### config.mk
export PLATFORM = sky130hd
export DESIGN_NAME = pixel_stream_tx_flat
export DESIGN_NICKNAME = d
export VERILOG_FILES = /design/src/rtl/sift_pkg.sv /design/src/rtl/pixel_stream_tx_if.sv /design/src/rtl/pixel_raster_cnt.sv /design/src/rtl/pixel_stream_tx.sv /design/src/flat_wrapper.sv
export SDC_FILE = /design/constraint.sdc
export NUM_CORES = 1
export LEC_CHECK = 0
export CORE_ASPECT_RATIO = 0.7
export CORE_MARGIN = 8
export CORE_UTILIZATION = 30
export CTS_CLUSTER_DIAMETER = 150
export DETAILED_ROUTE_END_ITERATION = 6
export SYNTH_ARGS = -nofsm -noshare
export SYNTH_HDL_FRONTEND = slang
export SYNTH_HIERARCHICAL = 1
export SYNTH_SLANG_ARGS = --single-unit
### constraint.sdc
create_clock -name iclk -period 3.34 [get_ports iclk]
set_input_delay 1.002 -clock iclk [delete_from_list [all_inputs] [get_ports iclk]]
set_output_delay 1.002 -clock iclk [all_outputs]
set_load 0.03 [all_outputs]
### src/rtl/sift_pkg.sv
// Shared definitions for the SIFT front-end pixel stream.
//   PIX_W      width of one grey-scale pixel
//   STREAM_W   width of the {valid, pixel} stream word
//   VALID_BIT  position of the valid flag (downstream line-buffer clock enable)
//   tx_state_t frame reader states
package sift_pkg;

  localparam int PIX_W     = 8;
  localparam int STREAM_W  = 9;
  localparam int VALID_BIT = 8;

  typedef enum logic [2:0] {
    IDLE,
    ACTIVE,
    HBLANK,
    FLUSH,
    DRAIN,
    DONE
  } tx_state_t;

endpackage

### src/rtl/pixel_stream_tx_if.sv
// Bus bundle of pixel_stream_tx: the synchronous RAM read port and the
// {valid, pixel} output stream with its line/frame markers.
//   omem_rd     RAM read strobe
//   omem_addr   RAM read address (ADDR_W bits)
//   imem_data   RAM read data, one cycle after the RAM samples omem_rd
//   oPixelData  {valid, pixel} stream word
//   oline_end   last valid word of a line
//   oframe_end  last valid word of the frame
// master: the frame reader. slave: RAM model plus stream consumer.
interface pixel_stream_tx_if #(
  parameter int ADDR_W = 19
);
  import sift_pkg::*;

  logic                omem_rd;
  logic [ADDR_W-1:0]   omem_addr;
  logic [PIX_W-1:0]    imem_data;
  logic [STREAM_W-1:0] oPixelData;
  logic                oline_end;
  logic                oframe_end;

  modport master (
    output omem_rd, omem_addr, oPixelData, oline_end, oframe_end,
    input  imem_data
  );

  modport slave (
    input  omem_rd, omem_addr, oPixelData, oline_end, oframe_end,
    output imem_data
  );

endinterface

### src/rtl/pixel_raster_cnt.sv
// Raster position counters for pixel_stream_tx.
// Holds the column, row and horizontal-blank counters and flags the last
// column, the last row (frame rows, or flush rows when flushMode is set)
// and the last blank cycle.
//   iclk, irst_n  clock, asynchronous active-low reset
//   clear         zero all counters (frame start)
//   colStep       advance column; wraps to 0 after the last column
//   rowStep       advance row and restart the blank count
//   rowClear      restart the row count (entering the flush lines)
//   blankStep     advance the blank count
//   flushMode     compare the row against FLUSH_LINES instead of HEIGHT
//   lastCol, lastRow, blankDone  position strobes
module pixel_raster_cnt #(
  parameter int WIDTH       = 800,
  parameter int HEIGHT      = 600,
  parameter int HBLANK      = 4,
  parameter int FLUSH_LINES = 3
) (
  input  logic iclk,
  input  logic irst_n,
  input  logic clear,
  input  logic colStep,
  input  logic rowStep,
  input  logic rowClear,
  input  logic blankStep,
  input  logic flushMode,
  output logic lastCol,
  output logic lastRow,
  output logic blankDone
);

  localparam int ROW_MAX = (HEIGHT > FLUSH_LINES) ? HEIGHT : FLUSH_LINES;
  localparam int COL_W   = (WIDTH > 1)   ? $clog2(WIDTH)   : 1;
  localparam int ROW_W   = (ROW_MAX > 1) ? $clog2(ROW_MAX) : 1;
  localparam int BLK_W   = (HBLANK > 1)  ? $clog2(HBLANK)  : 1;

  localparam logic [COL_W-1:0] COL_LAST   = COL_W'(WIDTH - 1);
  localparam logic [ROW_W-1:0] ROW_LAST   = ROW_W'(HEIGHT - 1);
  localparam logic [ROW_W-1:0] FLUSH_LAST = ROW_W'((FLUSH_LINES > 0) ? FLUSH_LINES - 1 : 0);
  localparam logic [BLK_W-1:0] BLK_LAST   = BLK_W'((HBLANK > 0) ? HBLANK - 1 : 0);

  logic [COL_W-1:0] col;
  logic [ROW_W-1:0] row;
  logic [BLK_W-1:0] blank;

  assign lastCol   = (col == COL_LAST);
  assign lastRow   = (row == (flushMode ? FLUSH_LAST : ROW_LAST));
  assign blankDone = (blank == BLK_LAST);

  always_ff @(posedge iclk or negedge irst_n) begin
    if (!irst_n) begin
      col   <= '0;
      row   <= '0;
      blank <= '0;
    end else if (clear) begin
      col   <= '0;
      row   <= '0;
      blank <= '0;
    end else begin
      if (colStep) col <= lastCol ? '0 : col + 1'b1;
      if (rowClear) begin
        row   <= '0;
        blank <= '0;
      end else if (rowStep) begin
        row   <= row + 1'b1;
        blank <= '0;
      end else if (blankStep) begin
        blank <= blank + 1'b1;
      end
    end
  end

endmodule

### src/rtl/pixel_stream_tx.sv
// Frame-buffer reader: on istart reads one WIDTH x HEIGHT frame in raster
// order from a 1-cycle-latency synchronous RAM and streams it as
// {1'b1, pixel}; idle and blank cycles carry 9'h000.
// Ports:
//   iclk, irst_n  clock, asynchronous active-low reset
//   istart        start a frame (ignored unless idle)
//   ipause        downstream stall, blocks new reads
//   bus           RAM read port and output stream (pixel_stream_tx_if.master)
//   obusy         frame in progress
//   odone         one-cycle pulse after the final word
// Build option PIXEL_TX_FLUSH_EN: append FLUSH_LINES lines of zero pixels
// after the frame so the downstream kernel can finish the bottom rows.
module pixel_stream_tx #(
  parameter int WIDTH       = 800,
  parameter int HEIGHT      = 600,
  parameter int ADDR_W      = 19,
  parameter int HBLANK      = 4,
  parameter int FLUSH_LINES = 3
) (
  input  logic              iclk,
  input  logic              irst_n,
  input  logic              istart,
  input  logic              ipause,
  pixel_stream_tx_if.master bus,
  output logic              obusy,
  output logic              odone
);
  import sift_pkg::*;

  function automatic logic [STREAM_W-1:0] streamWord(input logic vld, input logic flush,
                                                     input logic [PIX_W-1:0] pix);
    logic [STREAM_W-1:0] w;
    w = '0;
    if (vld) begin
      w[VALID_BIT] = 1'b1;
      if (!flush) w[PIX_W-1:0] = pix;
    end
    return w;
  endfunction

  tx_state_t state, nextState;
  logic              inFlush;
  logic [ADDR_W-1:0] addr;

  logic issue, isFlush, lend, fend, addrInc, setFlush;
  logic clear, colStep, rowStep, rowClear, blankStep;
  logic lastCol, lastRow, blankDone;

  logic vld_p0, flush_p0, lend_p0, fend_p0;
  logic vld_p1, flush_p1, lend_p1, fend_p1;

  pixel_raster_cnt #(
    .WIDTH(WIDTH), .HEIGHT(HEIGHT), .HBLANK(HBLANK), .FLUSH_LINES(FLUSH_LINES)
  ) raster (
    .iclk(iclk), .irst_n(irst_n), .clear(clear), .colStep(colStep),
    .rowStep(rowStep), .rowClear(rowClear), .blankStep(blankStep),
    .flushMode(inFlush), .lastCol(lastCol), .lastRow(lastRow), .blankDone(blankDone)
  );

  always_comb begin
    nextState = state;
    issue     = 1'b0;
    isFlush   = 1'b0;
    lend      = 1'b0;
    fend      = 1'b0;
    addrInc   = 1'b0;
    setFlush  = 1'b0;
    clear     = 1'b0;
    colStep   = 1'b0;
    rowStep   = 1'b0;
    rowClear  = 1'b0;
    blankStep = 1'b0;
    case (state)
      IDLE: begin
        if (istart) begin
          nextState = ACTIVE;
          clear     = 1'b1;
        end
      end
      ACTIVE: begin
        if (!ipause) begin
          issue   = 1'b1;
          colStep = 1'b1;
          lend    = lastCol;
          // The address stops on the final pixel instead of running past the frame.
          addrInc = !(lastCol && lastRow);
          if (lastCol) begin
            if (lastRow) begin
`ifdef PIXEL_TX_FLUSH_EN
              if (HBLANK > 0) begin
                nextState = sift_pkg::HBLANK;
              end else begin
                nextState = FLUSH;
                rowClear  = 1'b1;
                setFlush  = 1'b1;
              end
`else
              fend      = 1'b1;
              nextState = DRAIN;
`endif
            end else if (HBLANK > 0) begin
              nextState = sift_pkg::HBLANK;
            end else begin
              rowStep = 1'b1;
            end
          end
        end
      end
      sift_pkg::HBLANK: begin
        if (!ipause) begin
          blankStep = 1'b1;
          if (blankDone) begin
`ifdef PIXEL_TX_FLUSH_EN
            if (inFlush) begin
              nextState = FLUSH;
              rowStep   = 1'b1;
            end else if (lastRow) begin
              // Blank after the last frame line leads into the flush lines.
              nextState = FLUSH;
              rowClear  = 1'b1;
              setFlush  = 1'b1;
            end else begin
              nextState = ACTIVE;
              rowStep   = 1'b1;
            end
`else
            nextState = ACTIVE;
            rowStep   = 1'b1;
`endif
          end
        end
      end
`ifdef PIXEL_TX_FLUSH_EN
      FLUSH: begin
        if (!ipause) begin
          issue   = 1'b1;
          isFlush = 1'b1;
          colStep = 1'b1;
          lend    = lastCol;
          if (lastCol) begin
            if (lastRow) begin
              fend      = 1'b1;
              nextState = DRAIN;
            end else if (HBLANK > 0) begin
              nextState = sift_pkg::HBLANK;
            end else begin
              rowStep = 1'b1;
            end
          end
        end
      end
`endif
      DRAIN: begin
        if (!vld_p0 && !vld_p1) nextState = DONE;
      end
      DONE:    nextState = IDLE;
      default: nextState = IDLE;
    endcase
  end

  always_ff @(posedge iclk or negedge irst_n) begin
    if (!irst_n) begin
      state          <= IDLE;
      inFlush        <= 1'b0;
      addr           <= '0;
      bus.omem_rd    <= 1'b0;
      bus.omem_addr  <= '0;
      vld_p0         <= 1'b0;
      flush_p0       <= 1'b0;
      lend_p0        <= 1'b0;
      fend_p0        <= 1'b0;
      vld_p1         <= 1'b0;
      flush_p1       <= 1'b0;
      lend_p1        <= 1'b0;
      fend_p1        <= 1'b0;
      bus.oPixelData <= '0;
      bus.oline_end  <= 1'b0;
      bus.oframe_end <= 1'b0;
      obusy          <= 1'b0;
      odone          <= 1'b0;
    end else begin
      state <= nextState;
      if (clear) begin
        inFlush <= 1'b0;
        addr    <= '0;
      end else begin
        if (setFlush) inFlush <= 1'b1;
        if (issue && !isFlush && addrInc) addr <= addr + 1'b1;
      end

      // p0: read strobe registered; flush words ride the same slot without a read
      bus.omem_rd <= issue && !isFlush;
      if (issue && !isFlush) bus.omem_addr <= addr;
      vld_p0   <= issue;
      flush_p0 <= isFlush;
      lend_p0  <= lend;
      fend_p0  <= fend;

      // p1: RAM is returning data for the p0 read
      vld_p1   <= vld_p0;
      flush_p1 <= flush_p0;
      lend_p1  <= lend_p0;
      fend_p1  <= fend_p0;

      // output: capture RAM data with its markers
      bus.oPixelData <= streamWord(vld_p1, flush_p1, bus.imem_data);
      bus.oline_end  <= vld_p1 && lend_p1;
      bus.oframe_end <= vld_p1 && fend_p1;

      obusy <= (nextState == ACTIVE) || (nextState == sift_pkg::HBLANK) ||
               (nextState == FLUSH)  || (nextState == DRAIN);
      odone <= (nextState == DONE);
    end
  end

endmodule
### src/flat_wrapper.sv
// flat-port wrapper written by rule: the top's interface ports become plain ports
module pixel_stream_tx_flat import sift_pkg::*;
#(
  parameter int WIDTH       = 800,
  parameter int HEIGHT      = 600,
  parameter int ADDR_W      = 19,
  parameter int HBLANK      = 4,
  parameter int FLUSH_LINES = 3
)
  (iclk, irst_n, istart, ipause, obusy, odone, bus_omem_rd, bus_omem_addr, bus_oPixelData, bus_oline_end, bus_oframe_end, bus_imem_data);
  pixel_stream_tx_if #(.ADDR_W(ADDR_W)) bus_i ();
  input  logic iclk;
  input  logic irst_n;
  input  logic istart;
  input  logic ipause;
  output logic obusy;
  output logic odone;
  output wire logic [$bits(bus_i.omem_rd)-1:0] bus_omem_rd;
  output wire logic [$bits(bus_i.omem_addr)-1:0] bus_omem_addr;
  output wire logic [$bits(bus_i.oPixelData)-1:0] bus_oPixelData;
  output wire logic [$bits(bus_i.oline_end)-1:0] bus_oline_end;
  output wire logic [$bits(bus_i.oframe_end)-1:0] bus_oframe_end;
  input wire logic [$bits(bus_i.imem_data)-1:0] bus_imem_data;
  assign bus_omem_rd = bus_i.omem_rd;
  assign bus_omem_addr = bus_i.omem_addr;
  assign bus_oPixelData = bus_i.oPixelData;
  assign bus_oline_end = bus_i.oline_end;
  assign bus_oframe_end = bus_i.oframe_end;
  assign bus_i.imem_data = bus_imem_data;
  pixel_stream_tx #(.WIDTH(WIDTH), .HEIGHT(HEIGHT), .ADDR_W(ADDR_W), .HBLANK(HBLANK), .FLUSH_LINES(FLUSH_LINES)) u_core (.iclk(iclk), .irst_n(irst_n), .istart(istart), .ipause(ipause), .bus(bus_i), .obusy(obusy), .odone(odone));
endmodule
==> out/results.ini <==
[place]
port_buffers=44
dp_slack_ns=-0.0456
hpwl_um=6070
gp_congestion=0.785

[setup_path]
path_delay_family=simple AND/OR/NAND/NOR gates
cp_data_arrival_time_ns=3.31
worst_setup_path_start_kind=input pin
endpoint_kind=flip-flop
crit_type=in2reg
critPathBufInv=1
max_stage_delay_ns=0.66
cp_max_fo=12
worstPathCellList=clkdlybuf4s50_1 > or4b_1 > or4b_4 > or4_1 > a21oi_1
cpMaxStageDelayCell=or4b_1
cp_data_required_time_ns=3.60

[pwr]
power_frac_seq_pct=46.4
p_total_mw=2.55
p_sw_mw=0.668
p_per_area_mw_per_mm2=549
p_leak_nw=2.03
power.clock.fraction_pct=40.0
pwr-share-comb_pct=13.5
ir_drop_uv=243
p_int_mw=1.88
p_sw_share_pct=26.2

[finish]
area_growth_pct=27.8
layout.nets=441
drive_gt1_share_pct=9.07
multi_input_area_sq_mm=0.00148
n_fill_cell=1138
seq_area_sq_mm=0.00205
diodes=0

[synth]
postSynthCellCount=368
synthArstFlopShare_pct=100
synthTopCellsByCount=82 x dfrtp_1, 74 x nand2_1, 23 x a21oi_1
yosys-top-cells-area=dfrtp_1 57%, nand2_1 7.7%, a21oi_1 3.2%, o21ai_0 2.6%, nand3_1 2.5%
yosys.area.top_type_share_pct=56.6
ys_warn_count=6
synth_area_sq_mm=0.00363
netlist-cell-type-count=44
ys.flop_type=dfrtp_1
ys_seq_area_share_pct=56.6
synth_most_common_cell=dfrtp_1
yosys.area.top_type=dfrtp_1
syn-mean-instance-area_sq_um=9.86
synth_seq_cells=82
synth_edf_count=0

[global_route]
grt_usage_pct=11.1
grt_pass1_vias=2882
grt_max_degree=45
grt_pass1_wl_um=14400
overflow=0
grt_antenna_before_repair=0

[timing]
drv_slew=0
tightest_slew_ns=0.660
fin_skew_ns=0.00678
slew_headroom_pct=55.4
fin_crit_ns=3.05
fin_crit_sh_pct=91.2
rsz0062_at_grt=false
finalHoldViolations=0
setup_slack_ns=0.295
clock.fmax_mhz=328
setup_violations=0

[clock_tree]
postCtsSetupBuffers=0
cts_made_buffers=9
htreeDepth=3
clk_pin_slew_worst_paths_ns=0.05
cts_hold_buffers=0
cts_root_buf=clkbuf_16
cts_resized=0
cts_buffer_depth=2
clkLatencyLatePin_ns=0.34
cts_tree=done
cts_num_sinks=82

[floorplan]
core_area_sq_mm=0.0118
die_x_um=147
initial_core_util_pct=30.8
rows=33
die_height_um=108
die-area_sq_mm=0.0159
io_pins=45

[routing]
totalWireLength_um=8300
ant_nets=0
num_vias=2833
wl_per_cell_um=14.1
drt_iter0_markers=160
drt-vias-per-instance=4.83
drcViolationCount=0
drt_first_pass_iters=4

[flow_run]
maxCapViolations=0

[run_status]
status=finished clean

[min_path]
min_path_type=reg2reg

==> cell families (layout without fill, tap and decap cells) <==
logic type      Yosys count  in the layout  share of synthesized area [%]
mux                       2              2                          0.552
flops                    82             82                           56.6
xor+xnor                 12             12                           2.90
buf+inv                  25             85                           2.90
compound gates           62             62                           10.0
fa+ha+maj                 4              4                           1.38
simple gates            180            180                           25.6
other cells               1              3                          0.103
==> worst register-to-register path, delay by kind of cell, from the launching register on <==
kind	cells	cell delay, ns
AO/OA/AOI/OAI	1	0.15
adder cells (fa/ha/maj)	1	0.25
buffers and inverters	1	0.16
flip-flops	1	0.42
AND/OR/NAND/NOR	5	1.66
==> power groups by stage <==
stage	clock network, mW	registers [mW]	logic, mW
finish	1.02	1.18	0.345
global route	1.09	1.20	0.383
CTS	1.06	1.18	0.355
detailed placement	0	1.20	0.354
global placement	0	1.20	0.347
floorplan	0	1.24	0.143
==> flip-flops by register name, indices dropped and copies added, names as in the netlist <==
signal and cells:
u_core/fend_p0 1, u_core/fend_p1 1, u_core/lend_p1 1, u_core/odone 1, u_core/bus.oline_end 1, u_core/vld_p1 1, u_core/bus.oframe_end 1, u_core/lend_p0 1
u_core/addr 19, u_core/state 3, u_core/obusy 1, u_core/raster/blank 2, u_core/raster/col 10, u_core/bus.omem_addr 19, u_core/raster/row 10, u_core/bus.oPixelData 9
u_core/vld_p0 1
==> layout make-up <==
cell class | instances | share of cell area (%)
multi-input cells | 263 | 31.9
well taps | 157 | 4.24
clock buffers | 16 | 6.93
flip-flops and latches | 82 | 44.3
inverters | 10 | 0.809
repair buffers | 59 | 11.9
==> metal layers <==
metal | track usage (%) | share of wire [%] | vias to the layer above
met2 | 17.3 | 47 | 44
met3 | 3.25 | 3.7 | 5
met1 | 14.6 | 49 | 1381
met5 | 0 | 0 | -
li1 | - | - | 1403
met4 | 3.84 | 0.84 | 0
==> path summary, 6_finish.rpt <==
path                                                   endpoint  depth (start not counted)  slack [ns]                             start
min in group asynchronous  u_core/bus.omem_addr[14]$_DFFE_PN0P_                          1        0.66                            irst_n
min                                    u_core/lend_p1$_DFF_PN0_                          0        0.35          u_core/lend_p0$_DFF_PN0_
min reg2reg                            u_core/lend_p1$_DFF_PN0_                          0        0.35          u_core/lend_p0$_DFF_PN0_
max reg2reg                         u_core/addr[13]$_DFFE_PN0P_                          8        0.63  u_core/raster/col[0]$_DFFE_PN0P_
max in group asynchronous   u_core/bus.omem_addr[0]$_DFFE_PN0P_                          2        2.06                            irst_n
max                                 u_core/addr[13]$_DFFE_PN0P_                          5        0.29                            ipause
==> through the flow <==
step	instances	TNS (ns)	area (sq um)	utilization, %	hold WS [ns]
after global routing	587	0	4640	39.4	0.353
after detailed placement	571	-0.0751	4320	36.7	0.336
after floorplan	370	0	3640	-	0.331
final	587	0	4640	39.4	0.349
after global placement	571	-0.0103	4320	36.7	0.339
after CTS	587	0	4640	39.4	0.348
==> placed cells by master, fill, tap and decap left out, types with 3 or more instances in the layout <==
master,count
nand2_1,74
o21ai_0,19
or4_1,9
clkbuf_16,9
and2_1,11
or3_1,11
o31ai_1,9
nand4_1,9
buf_4,16
clkbuf_8,7
nand3_1,18
nand3b_1,3
xor2_1,6
nor3_1,4
dfrtp_1,82
ha_1,4
or3_2,3
nor2_1,18
conb_1,3
xnor2_1,6
o211ai_1,4
clkdlybuf4s50_1,43
nor4_1,5
inv_1,9
a21oi_1,23
and4_1,3
(Power assumes the default switching activity.)
